<file path="config.mk">
export PLATFORM = sky130hd
export DESIGN_NAME = division_unit_flat
export DESIGN_NICKNAME = d
export VERILOG_FILES = /design/src/rtl/division_unit_if.sv /design/src/rtl/division_unit.sv /design/src/flat_wrapper.sv
export SDC_FILE = /design/constraint.sdc
export NUM_CORES = 1
export LEC_CHECK = 0
export CORE_MARGIN = 3
export CORE_UTILIZATION = 50
export CTS_BUF_LIST = sky130_fd_sc_hd__clkbuf_16
export DETAILED_ROUTE_END_ITERATION = 10
export DONT_BUFFER_PORTS = 1
export PLACE_DENSITY = 0.71
export RECOVER_POWER = 50
export SETUP_SLACK_MARGIN = 0.3
export SKIP_CTS_REPAIR_TIMING = 1
export SYNTH_ARGS = -nofsm -noshare
export SYNTH_HDL_FRONTEND = slang
export SYNTH_SLANG_ARGS = --single-unit
</file>
<file path="constraint.sdc">
create_clock -name clock -period 5.7 [get_ports clock]
set_input_delay 1.425 -clock clock [delete_from_list [all_inputs] [get_ports clock]]
set_output_delay 1.425 -clock clock [all_outputs]
set_load 0.01 [all_outputs]
</file>
<file path="src/rtl/division_unit_if.sv">
// Request/result bundle between the control unit and the divider.
// The control unit drives the operands and start; the divider returns status and results.
interface division_unit_if #(
  parameter int WIDTH = 32
);
  logic             start;
  logic             is_signed;
  logic [WIDTH-1:0] dividend;
  logic [WIDTH-1:0] divisor;
  logic             busy;
  logic             done;
  logic             div_zero;
  logic [WIDTH-1:0] hi;
  logic [WIDTH-1:0] lo;
  logic [1:0]       state_out;

  modport master (
    output start, is_signed, dividend, divisor,
    input  busy, done, div_zero, hi, lo, state_out
  );

  modport slave (
    input  start, is_signed, dividend, divisor,
    output busy, done, div_zero, hi, lo, state_out
  );
endinterface

</file>
<file path="src/rtl/division_unit.sv">
// Multi-cycle restoring divider for DIV/DIVU: one quotient bit per clock.
// Works on magnitudes and applies the result signs in a final fixup cycle.
// Quotient lands in lo, remainder in hi.
module division_unit #(
  parameter int WIDTH = 32
) (
  input  logic           clock,
  input  logic           reset,
  division_unit_if.slave bus
);
  localparam int CNT_W = $clog2(WIDTH);
  localparam logic [CNT_W-1:0] LAST_ITER = CNT_W'(WIDTH - 1);

  typedef enum logic [1:0] {
    IDLE  = 2'd0,
    CALC  = 2'd1,
    FIXUP = 2'd2,
    DONE  = 2'd3
  } state_t;

  state_t           state_reg, state_next;
  logic [WIDTH-1:0] rem_reg, rem_next;
  logic [WIDTH-1:0] quot_reg, quot_next;
  logic [WIDTH-1:0] dmag_reg, dmag_next;
  logic [CNT_W-1:0] counter_reg, counter_next;
  logic             quot_neg_reg, quot_neg_next;
  logic             rem_neg_reg, rem_neg_next;
  logic [WIDTH-1:0] hi_reg, hi_next;
  logic [WIDTH-1:0] lo_reg, lo_next;
  logic             div_zero_reg, div_zero_next;

  // Operand magnitudes: only negate when the signed form is requested and the value is negative.
  logic [WIDTH-1:0] dividend_mag;
  logic [WIDTH-1:0] divisor_mag;
  assign dividend_mag = (bus.is_signed && bus.dividend[WIDTH-1]) ? -bus.dividend : bus.dividend;
  assign divisor_mag  = (bus.is_signed && bus.divisor[WIDTH-1])  ? -bus.divisor  : bus.divisor;

  // Partial remainder shifted left by one with the next dividend bit pulled in.
  // One extra bit keeps the unsigned case exact; trial[WIDTH] is the borrow.
  logic [WIDTH:0] shifted_rem;
  logic [WIDTH:0] trial;
  assign shifted_rem = {rem_reg, quot_reg[WIDTH-1]};
  assign trial       = shifted_rem - {1'b0, dmag_reg};

  // State, datapath and result registers; reset abandons any operation in flight.
  always_ff @(posedge clock or posedge reset) begin
    if (reset) begin
      state_reg    <= IDLE;
      rem_reg      <= '0;
      quot_reg     <= '0;
      dmag_reg     <= '0;
      counter_reg  <= '0;
      quot_neg_reg <= 1'b0;
      rem_neg_reg  <= 1'b0;
      hi_reg       <= '0;
      lo_reg       <= '0;
      div_zero_reg <= 1'b0;
    end else begin
      state_reg    <= state_next;
      rem_reg      <= rem_next;
      quot_reg     <= quot_next;
      dmag_reg     <= dmag_next;
      counter_reg  <= counter_next;
      quot_neg_reg <= quot_neg_next;
      rem_neg_reg  <= rem_neg_next;
      hi_reg       <= hi_next;
      lo_reg       <= lo_next;
      div_zero_reg <= div_zero_next;
    end
  end

  // Next-state and datapath updates for each phase of the division.
  always_comb begin
    state_next    = state_reg;
    rem_next      = rem_reg;
    quot_next     = quot_reg;
    dmag_next     = dmag_reg;
    counter_next  = counter_reg;
    quot_neg_next = quot_neg_reg;
    rem_neg_next  = rem_neg_reg;
    hi_next       = hi_reg;
    lo_next       = lo_reg;
    div_zero_next = div_zero_reg;

    case (state_reg)
      IDLE: begin
        if (bus.start) begin
          if (bus.divisor == '0) begin
            // Divide by zero is reported immediately with raw operands, no iteration.
            div_zero_next = 1'b1;
            hi_next       = bus.dividend;
            lo_next       = '1;
            state_next    = DONE;
          end else begin
            div_zero_next = 1'b0;
            quot_neg_next = bus.is_signed & (bus.dividend[WIDTH-1] ^ bus.divisor[WIDTH-1]);
            rem_neg_next  = bus.is_signed & bus.dividend[WIDTH-1];
            quot_next     = dividend_mag;
            dmag_next     = divisor_mag;
            rem_next      = '0;
            counter_next  = '0;
            state_next    = CALC;
          end
        end
      end
      CALC: begin
        // Keep the subtraction only when it did not borrow (restoring step).
        rem_next     = trial[WIDTH] ? shifted_rem[WIDTH-1:0] : trial[WIDTH-1:0];
        quot_next    = {quot_reg[WIDTH-2:0], ~trial[WIDTH]};
        counter_next = counter_reg + 1'b1;
        if (counter_reg == LAST_ITER) begin
          state_next = FIXUP;
        end
      end
      FIXUP: begin
        // Quotient truncates toward zero; remainder follows the dividend's sign.
        lo_next    = quot_neg_reg ? -quot_reg : quot_reg;
        hi_next    = rem_neg_reg  ? -rem_reg  : rem_reg;
        state_next = DONE;
      end
      default: begin
        state_next = IDLE;
      end
    endcase
  end

  assign bus.busy      = (state_reg != IDLE);
  assign bus.done      = (state_reg == DONE);
  assign bus.div_zero  = div_zero_reg;
  assign bus.hi        = hi_reg;
  assign bus.lo        = lo_reg;
  assign bus.state_out = state_reg;
endmodule

</file>
<file path="src/flat_wrapper.sv">
// flat-port wrapper written by rule: the top's interface ports become plain ports
module division_unit_flat 
#(
  parameter int WIDTH = 32
)
  (clock, reset, bus_start, bus_is_signed, bus_dividend, bus_divisor, bus_busy, bus_done, bus_div_zero, bus_hi, bus_lo, bus_state_out);
  division_unit_if #(.WIDTH(WIDTH)) bus_i ();
  input  logic clock;
  input  logic reset;
  input wire logic [$bits(bus_i.start)-1:0] bus_start;
  input wire logic [$bits(bus_i.is_signed)-1:0] bus_is_signed;
  input wire logic [$bits(bus_i.dividend)-1:0] bus_dividend;
  input wire logic [$bits(bus_i.divisor)-1:0] bus_divisor;
  output wire logic [$bits(bus_i.busy)-1:0] bus_busy;
  output wire logic [$bits(bus_i.done)-1:0] bus_done;
  output wire logic [$bits(bus_i.div_zero)-1:0] bus_div_zero;
  output wire logic [$bits(bus_i.hi)-1:0] bus_hi;
  output wire logic [$bits(bus_i.lo)-1:0] bus_lo;
  output wire logic [$bits(bus_i.state_out)-1:0] bus_state_out;
  assign bus_i.start = bus_start;
  assign bus_i.is_signed = bus_is_signed;
  assign bus_i.dividend = bus_dividend;
  assign bus_i.divisor = bus_divisor;
  assign bus_busy = bus_i.busy;
  assign bus_done = bus_i.done;
  assign bus_div_zero = bus_i.div_zero;
  assign bus_hi = bus_i.hi;
  assign bus_lo = bus_i.lo;
  assign bus_state_out = bus_i.state_out;
  division_unit #(.WIDTH(WIDTH)) u_core (.clock(clock), .reset(reset), .bus(bus_i));
endmodule
</file>
==> metrics.cfg <==
[run_status]
outcome=finished clean

[routing]
postRouteAntennaNets=0
drtPass1Iterations=6
viasPerCell=5.99
totalWireLength_mm=29.0
drt_iter0_markers=1010
drc=0
num_vias=9661
routedWlPerCell_um=17.9

[layout]
stdcell_count=1614
area_growth_pct=6.57
stdcell_area_um2=12300
drive_gt1_share_pct=4.80
n_fill_cell=2042
diodes=0
nets=1435

[floorplanning]
initial_utilization_pct=51.9
die_area_um2=24900
fp.dieH_um=158
pin_count=137
die_w_um=158
rows=54
core_area_um2=22200

[worst_setup_path]
rr_worst_depth=13
r2r_slack_ns=1.74
required_ns=6.04
crit_type=in2reg
cp-start-kind=input pin
crit_chain=nor4_1 -> and2_0 -> nand3_1 -> nor4_4 -> or2_2 -> o21ai_1 -> buf_4 -> nand2_2 -> o22ai_1 -> a21oi_1
path_max_fanout=36
worstReg2RegStart=u_core.quot_reg[31]
critPathMaxStageDelay_ns=0.53
cp_top_family=simple AND/OR/NAND/NOR gates
end_kind=flop
worstPathArrival_ns=4.74
critPathSlowestCell=or2_2
worstReg2RegEnd=u_core.rem_reg[7]
path_buf_inv=1

[place]
globalplace.congestion=0.937
io_buffers=0
hpwl_mm=21.7
post_dp_cell_area_um2=11700
placed_cells=1584

[sta]
period_share_pct=77.1
maxSlewHeadroom_pct=24.2
fin_setup_tns_ns=0
rsz0062_at_grt=no
min_period_ns=4.39
worst_slew_pin_slew_ns=1.14
hold_slack_ns=0.477
skew_ns=0.0114
max_freq_ghz=0.228
slew_violations=0
finalSetupViolations=0
hold_viol_final=0

[yosys]
synth_edf_count=0
synth_ff_type=dfrtp_1
synth_seq_area_share_pct=36.9
synth_cells=1367
yosysWarnings=0
async_reset_ff_share_pct=100
avgSynthCellArea_um2=8.43
synth_xor_area_share_pct=11.3
ys_ff_latch=170
synth_compound_area_share_pct=21.6
synth_top_family_by_area=compound AO/OA/AOI/OAI gates
synth_fa_ha_area_share_pct=4.84
synth_top_cell_area_share_pct=36.9
syn-cell-area_um2=11500
synth.area.top_cells=dfrtp_1, o21ai_0, xor2_1, nand2_1, ha_1
yosys.area_share.simple_pct=16.9
muxShareOfSynthArea_pct=3.30
synth_largest_area_cell=dfrtp_1
synth_nets=1479
ys_types=72

[worst_hold_path]
hold_path_class=reg2reg
hp-start=u_core.dmag_reg[26]
worst_hold_path.endpoint=u_core.dmag_reg[26]
min_delay_path_depth=2

[global_routing]
grt_pass1_vias=9254
grt-ovfl-total=0
grt_max_degree=171
grt_antenna_before_repair=0
grt_pass1_wl_mm=47.8
globalRouteTotalUtil_pct=23.5

[pwr]
vdd_ir_drop_max_uv=211
power.leakage_nw=5.26
p_per_area_nw_per_um2=469
p_total_w=0.00576

[clock_tree]
cts_max_level=4
clk_pin_slew_worst_paths_ns=0.06
clk_latency_ns=0.42
cts_tree=done
cts_buffers=17
cts_buffer_depth=2
root_buffer=clkbuf_16
clock_sinks=170

[job]
drv_cap=0

metal layers:
metal,up-vias,routed length [um],global-route usage (%)
met5,-,0,0
met4,0,575,7.31
met3,41,1850,3.99
met2,322,13300,37.8
met1,4549,13200,32.7
li1,4749,-,-
where the power goes:
group | switching (W) | internal, W | total (W)
combinational | 0.00152 | 0.000914 | 0.00243
clock | 0.000484 | 0.000727 | 0.00121
sequential | 0.000503 | 0.00162 | 0.00212
total | 0.00251 | 0.00326 | 0.00576
cell type report:
cell class              instances  area (um^2)  share of cell area [%]
clock inverters                13          179                    1.46
inverters                      75          283                    2.30
well taps                     280          350                    2.85
multi-input cells            1050         6710                    54.6
flip-flops and latches        170         4250                    34.6
clock buffers                  17          425                    3.46
repair buffers                  9         80.1                   0.652
synthesized netlist by cell type (all sizes together), types with 2 or more instances:
| cell | number |
|---|---|
| o21a | 2 |
| inv | 75 |
| a31oi | 32 |
| buf | 27 |
| a211o | 2 |
| o21bai | 3 |
| mux2i | 38 |
| o22a | 7 |
| and2 | 5 |
| a211oi | 8 |
| dfrtp | 170 |
| o41ai | 14 |
| o22ai | 8 |
| or3 | 14 |
| o31ai | 25 |
| or4 | 12 |
| nand2 | 176 |
| o21ai | 169 |
| xnor2 | 60 |
| xor2 | 89 |
| nor2b | 6 |
| nor3 | 21 |
| nand3 | 23 |
| nor4 | 16 |
| a21oi | 90 |
| nand2b | 14 |
| o2111ai | 2 |
| nand4 | 8 |
| or2 | 2 |
| a222oi | 17 |
| ha | 43 |
| a22o | 2 |
| a21o | 9 |
| clkbuf | 45 |
| a21boi | 3 |
| o211ai | 3 |
| nor2 | 98 |
| a22oi | 3 |
| and3 | 12 |
logic make-up (layout without fill, tap and decap cells):
family                   after synthesis  count (layout)
AO/OA/AOI/OAI                        407             407
multiplexers                          38              38
XOR/XNOR                             149             149
buffers and inverters                147             114
flip-flops                           170             170
AND/OR/NAND/NOR                      412             412
adder cells (fa/ha/maj)               44              44
worst reg2reg max path, stage by stage (launching register included):
cell and delay (ns):
dfrtp_1 0.34, inv_1 0.12, ha_1 0.25, fa_1 0.38, nand2b_1 0.19, a21oi_1 0.23, o21ai_1 0.20, a211o_1 0.38
a211oi_2 0.47, nor3_1 0.16, a211oi_4 0.18, buf_4 0.50, mux2i_1 0.32, o21ai_0 0.10
worst max-delay path by stage:
stage | start | endpoint | slack (ns) | cells after the start
2_1_floorplan | reset | u_core.bus.div_zero | 2.11 | 1
3_3_place_gp | bus_divisor[4] | u_core.quot_reg[23] | 1.17 | 10
3_5_place_dp | bus_divisor[4] | u_core.quot_reg[21] | 0.95 | 10
4_1_cts | bus_divisor[4] | u_core.quot_reg[22] | 1.39 | 10
5_1_grt | bus_divisor[4] | u_core.quot_reg[21] | 1.03 | 10
6_report | bus_divisor[4] | u_core.quot_reg[22] | 1.31 | 10
per-stage QoR:
step / utilization [%] / worst slack, ns
after floorplan: - / 2.11
after global placement: 52.6 / 1.17
after detailed placement: 52.6 / 0.950
after CTS: 55.3 / 1.39
after global routing: 55.3 / 1.03
final: 55.3 / 1.31
layout by cell type (no fill, tap or decap), types with 4 or more instances in the layout:
cell type	n
nand2b_1	14
o22a_1	7
clkbuf_16	17
o21ai_0	163
a222oi_1	17
o22ai_1	8
nor2_1	96
or4_1	11
mux2i_1	38
xnor2_1	60
and2_1	4
nand3_1	23
o41ai_1	12
a31oi_1	32
xor2_1	89
o21ai_1	5
nor4_1	12
nor2b_1	6
a21o_1	9
dfrtp_1	170
nand2_1	175
and3_1	12
inv_1	74
nand4_1	8
buf_4	8
bufinv_16	4
o31ai_1	24
nor3_1	19
or3_1	12
ha_1	42
a211oi_1	6
a21oi_1	88
(Power assumes the default switching activity.)
==> RTL change 1: new RTL, same flow settings <==
`WIDTH` is set to 32 in 3 places; all go to 16.
--- a/src/rtl/division_unit_if.sv
+++ b/src/rtl/division_unit_if.sv
@@ -3,3 +3,3 @@
 interface division_unit_if #(
-  parameter int WIDTH = 32
+  parameter int WIDTH = 16
 );
--- a/src/rtl/division_unit.sv
+++ b/src/rtl/division_unit.sv
@@ -4,3 +4,3 @@
 module division_unit #(
-  parameter int WIDTH = 32
+  parameter int WIDTH = 16
 ) (
--- a/src/flat_wrapper.sv
+++ b/src/flat_wrapper.sv
@@ -3,3 +3,3 @@
 #(
-  parameter int WIDTH = 32
+  parameter int WIDTH = 16
 )
Ports: changed (resized bus_dividend, bus_divisor, bus_hi and bus_lo); port bits go from 137 to 73. No check against the original RTL was run, so the function may have changed too.
==> RTL change 1 against the original RTL <==
- the run now ends with max-capacitance violations, max-slew violations left
- sequential cell count is 81 lower
- sequential share of layout area up 0.53 points
- worst setup slack improved by 0.90 ns
- area after synthesis down 48%
- utilization fell by 0.49 points
- register-to-register slack better by 0.51 ns
- wire length decreased by 49%
- total power shrank 38%
- critical path depth unchanged
- global-route usage down 0.33 points
- design area fell by 48%
- synthesized cell count down 48%
- sequential power is 42% lower
- largest cell class unchanged
- largest power group unchanged
==> RTL change 1: results (changes against the original RTL) <==
Pwr
  – Leakage: 0.00268 uW (was 0.00526 uW)
  – Maximum vdd drop: 0.215 mV (was 0.211 mV)

Routing
  – Vias after detailed routing: 5116 (was 9661)
  – DR WL/cell: 17.4 um (was 17.9 um)
  – Vias per std cell: 6.07 (was 5.99)
  – 1st-iter DRT viols: 308 (was 1010)
  – 1st-pass router iterations: 5 (was 6)

Worst setup path
  – R2R setup slack: 2.25 ns (was 1.74 ns)
  – Reg2reg start: u_core.bus.state_out[1] (was u_core.quot_reg[31])
  – R2R cell count: 6 (was 13)
  – R2r endpoint: u_core.rem_reg[14] (was u_core.rem_reg[7])

Synth
  – Seq/Total Area, Yosys: 0.372 (was 0.369)
  – Syn nets: 780 (was 1479)
  – Post-synth cell types: 54 (was 72)
  – Avg Synthesized Cell Area: 8.34 um^2 (was 8.43 um^2)
  – Synth area leaders: dfrtp_1 (37%), o21ai_0 (6.7%), nand2_1 (6.0%) (was dfrtp_1 (37%), o21ai_0 (7.1%), xor2_1 (6.8%))
  – Synth top cells by count: nand2_1 (95), dfrtp_1 (89), o21ai_0 (80) (was nand2_1 (175), dfrtp_1 (170), o21ai_0 (163))

Timing
  – Slew Viols, Final: 51 (was 0)
  – Slew margin rel.: -0.421 (was 0.242)
  – Clock Skew: 0.00929 ns (was 0.0114 ns)
  – Fin Hold WS: 0.481 ns (was 0.477 ns)

GRT
  – Pin count of the biggest net entering global routing: 51 (was 171)
  – Vias in the first global route: 5016 (was 9254)
  – First-pass GRT wire length: 24200 um (was 47800 um)
  – Met2 usage: 0.394 (was 0.378)
  – GRT met1 Usage: 0.269 (was 0.327)
  – Total track usage: 0.232 (was 0.235)

Placement
  – Placed Instances: 827 (was 1584)
  – GP Congestion: 0.933 (was 0.937)
  – Placed cell areas: 6050 um^2 (was 11700 um^2)
  – Port buffer count: 0 (unchanged)

Cells and area
  – Layout cells sized above 1: 0.0357 (was 0.0480)
  – Nets: 758 (was 1435)
  – Final-layout fill cell count: 1033 (was 2042)

Outcome
  – Failing checks: max-capacitance violations, max-slew violations
  – Status: finished, violations left (was completed)

Clocking
  – Worst skew pair latency: 0.35 ns (was 0.42 ns)
  – TritonCTS Buffers: 9 (was 17)
  – H-tree levels: 3 (was 4)
  – Root Driver: clkbuf_16 (unchanged)

Flow run
  – Max Cap Violations: 1 (was 0)

Worst hold path
  – Hold path start: u_core.dmag_reg[11] (was u_core.dmag_reg[26])
  – Hold path endpoint: u_core.dmag_reg[11] (was u_core.dmag_reg[26])
-- RTL change 1: critical path: stages --
cell and delay, ns:
inv_1 0.05, ha_1 0.15, nor3b_1 0.30, and3_1 0.30, nand2_1 0.14, nand3_1 0.13, a21boi_4 0.67, buf_4 0.34
a32oi_1 0.09, o21ai_0 0.13
-- RTL change 1: layout make-up --
cell class	instances	area, um^2	share of cell area
repair buffers	5	37.5	0.00593
clock inverters	7	61.3	0.00968
multi-input cells	557	3480	0.549
well taps	143	179	0.0282
flip-flops and latches	89	2230	0.352
inverters	33	125	0.0198
clock buffers	9	225	0.0356
-- RTL change 1: worst max path at each step --
stage,start,end,slack (ns),depth (start not counted)
6_report,bus_divisor[0],u_core.rem_reg[14],2.20,10
5_1_grt,bus_divisor[0],u_core.rem_reg[14],1.85,10
4_1_cts,bus_divisor[0],u_core.rem_reg[14],2.23,10
3_5_place_dp,bus_divisor[0],u_core.rem_reg[14],1.88,10
3_3_place_gp,bus_divisor[0],u_core.rem_reg[12],1.99,10
2_1_floorplan,reset,u_core.bus.div_zero,1.97,1
-- RTL change 1: cell families (layout without fill, tap and decap cells) --
kind of cell	Yosys count	after routing	share of synthesized area
compound gates	220	220	0.221
xor+xnor	63	63	0.0923
fa+ha+maj	27	27	0.0578
buf+inv	71	54	0.0475
flops	89	89	0.372
mux	25	25	0.0421
simple gates	222	222	0.167
-- RTL change 1: power breakdown --
part           total [uW]  internal, uW  switching [uW]  leakage, uW
Sequential           1230           893             333      0.00106
Combinational        1760           677            1080      0.00149
Clock                 579           334             245     0.000134
Total                3560          1900            1660      0.00268
-- RTL change 1: per-layer routing --
metal | vias to the layer above | routed length (um) | share of wire
li1 | 2497 | - | -
met1 | 2429 | 6280 | 0.43
met2 | 152 | 6830 | 0.46
met3 | 38 | 1040 | 0.071
met4 | 0 | 536 | 0.037
met5 | - | 0 | 0
-- RTL change 1: stage by stage --
| step | power, uW | utilization | setup WS, ns |
|---|---|---|---|
| after global routing | 3870 | 0.548 | 1.85 |
| after detailed placement | 2980 | 0.523 | 1.88 |
| after floorplan | 2560 | - | 1.97 |
| after global placement | 2900 | 0.523 | 1.99 |
| after CTS | 3560 | 0.548 | 2.23 |
| final | 3560 | 0.548 | 2.20 |
==> RTL change 2: new RTL, same settings <==
Without the edit above. Take the reset off `hi_reg` and load it in a clocked block of its own.
--- a/src/rtl/division_unit.sv
+++ b/src/rtl/division_unit.sv
@@ -54,3 +54,2 @@
       rem_neg_reg  <= 1'b0;
-      hi_reg       <= '0;
       lo_reg       <= '0;
@@ -65,3 +64,2 @@
       rem_neg_reg  <= rem_neg_next;
-      hi_reg       <= hi_next;
       lo_reg       <= lo_next;
@@ -69,2 +67,6 @@
     end
+  end
+
+  always_ff @(posedge clock) begin
+    hi_reg <= hi_next;
   end
Function: changed (Yosys sat finds a counterexample within 4 cycles, from zero or initial values and one cycle with reset high).
==> RTL change 2 against the original RTL <==
- worst setup slack lost 0.19 ns
- global-route usage increased by 0.071 points
- area after synthesis fell by 3.1%
- register-to-register slack lost 0.17 ns
- clock skew shrank 0.0017 ns
- count of clock-buffer cells in the layout grew 1
- wire length fell by 0.77%
- hold slack improved by 0.012 ns
- largest cell class unchanged
- sequential cell count unchanged
- utilization down 0.64 points
- total power rose by 14%
- design area is 2.7% lower
- the run now ends with max-capacitance violations, max-slew violations left
==> RTL change 2: results (changes against the original RTL) <==
Outcome
  – Status: finished, violations left (was completed)
  – Failing checks: max-capacitance violations, max-slew violations

Worst hold path
  – Hold path start: u_core.dmag_reg[25] (was u_core.dmag_reg[26])

Synth
  – Syn nets: 1384 (was 1479)
  – Post-synth cell types: 65 (was 72)
  – Synth area leaders: dfrtp_1 (31%), edfxtp_1 (8.6%), xor2_1 (7.8%) (was dfrtp_1 (37%), o21ai_0 (7.1%), xor2_1 (6.8%))
  – Cells after Synth: 1272 (was 1367)
  – Number of synthesized flops with an enable pin: 32 (was 0)
  – Seq/Total Area, Yosys: 0.395 (was 0.369)
  – Main synth FF type: dfrtp_1 (unchanged)
  – Synth top cells by count: nor2_1 (159), dfrtp_1 (138), a21oi_1 (123) (was nand2_1 (175), dfrtp_1 (170), o21ai_0 (163))
  – Asr flop ratio synth: 0.812 (was 1.00)

Routing
  – 1st-pass router iterations: 5 (was 6)
  – 1st-iter DRT viols: 655 (was 1010)
  – DRT Wirelength: 28700 um (was 29000 um)
  – Vias after detailed routing: 9167 (was 9661)

Cells and area
  – Non-filler instance count after layout: 1534 (was 1614)
  – Ant. Diodes: 0 (unchanged)
  – Layout cells sized above 1: 0.0494 (was 0.0480)
  – Final-layout fill cell count: 2054 (was 2042)

GRT
  – First-pass GRT wire length: 45800 um (was 47800 um)
  – Total track usage: 0.236 (was 0.235)
  – Initial antenna violation count: 0 (unchanged)
  – Pin count of the biggest net entering global routing: 97 (was 171)
  – Vias in the first global route: 8673 (was 9254)

Pwr
  – Maximum vdd drop: 0.237 mV (was 0.211 mV)
  – Leakage: 0.00501 uW (was 0.00526 uW)

Worst setup path
  – Worst setup path start: bus_divisor[16] (was bus_divisor[4])
  – Worst-path fanout max: 12 (was 36)
  – Reg2reg start: u_core.quot_reg[31] (unchanged)

Timing
  – Slew Viols, Final: 97 (was 0)
  – Clock Skew: 0.00965 ns (was 0.0114 ns)
  – Slew margin rel.: -1.40 (was 0.242)

Placement
  – GP Congestion: 0.916 (was 0.937)
  – Post-DP HPWL: 21800 um (was 21700 um)
  – Port buffer count: 0 (unchanged)
  – Placed Instances: 1502 (was 1584)

Flow run
  – Max Cap Violations: 1 (was 0)

Clocking
  – Clock Tree Buf Depth: 2 (unchanged)
  – Root Driver: clkbuf_16 (unchanged)
  – Clk slew on worst S/H paths: 0.07 ns
  – Worst skew pair latency: 0.44 ns (was 0.42 ns)
==> RTL change 2: changes by cell type in the layout (fill, tap and decap cells not counted), moves of 17 or more <==
| cell | change |
|---|---|
| a21oi_1 | +35 |
| dfrtp_1 | -32 |
| a222oi_1 | -17 |
| o21ai_0 | -68 |
| edfxtp_1 | +32 |
| nor2_1 | +63 |
| nand2_1 | -69 |
==> RTL change 2: worst max-delay path: stages <==
cell and delay (ns):
or4_1 0.57, nor4_1 0.44, and4_1 0.42, nand2_1 0.10, nor3_1 0.60, nand3_1 0.28
a21oi_1 0.85, a21oi_1 0.16
==> RTL change 2: logic make-up after synthesis <==
group	after synthesis	synth area share
AO/OA/AOI/OAI	386	0.214
XOR/XNOR	147	0.115
adder cells (fa/ha/maj)	44	0.0500
buffers and inverters	120	0.0420
flip-flops	170	0.395
multiplexers	33	0.0296
AND/OR/NAND/NOR	372	0.154
==> RTL change 2: final timing paths <==
kind / to / slack, ns
worst min register to register: u_core.dmag_reg[25] / 0.49
min in group asynchronous: u_core.dmag_reg[4] / 2.23
worst max register to register: u_core.rem_reg[30] / 1.57
worst min-delay path: u_core.dmag_reg[25] / 0.49
max in group asynchronous: u_core.quot_reg[20] / 1.42
worst max-delay path: u_core.bus.lo[22] / 1.12
==> RTL change 2: layer usage <==
layer	up-vias	GRT usage	share of wire
li1	4476	-	-
met1	4333	0.307	0.43
met2	308	0.394	0.48
met3	50	0.0459	0.063
met4	0	0.0817	0.027
met5	-	0	0
==> RTL change 2: stage by stage <==
stage	instance area [um^2]	hold WS, ns	total power [uW]	worst slack, ns
final	12000	0.489	6570	1.12
after CTS	12000	0.497	6580	1.18
after floorplan	11200	0.450	4620	0.579
after detailed placement	11400	0.481	5440	0.739
after global placement	11400	0.462	5350	0.893
after global routing	12000	0.517	7060	0.623
==> RTL change 2: area by class of cell <==
type	instances	area (um^2)	area share
Multi-Input combinational cell	982	6310	0.528
Clock inverter	14	119	0.00994
Sequential cell	170	4410	0.369
Tap cell	280	350	0.0293
Timing Repair Buffer	11	95.1	0.00795
Inverter	59	221	0.0185
Clock buffer	18	450	0.0377
==> RTL change 2: report_power, final <==
group	total, uW	switching, uW	internal, uW	leakage (uW)
logic	3120	1920	1200	0.00279
registers	2310	560	1750	0.00194
clock network	1140	511	628	0.000281
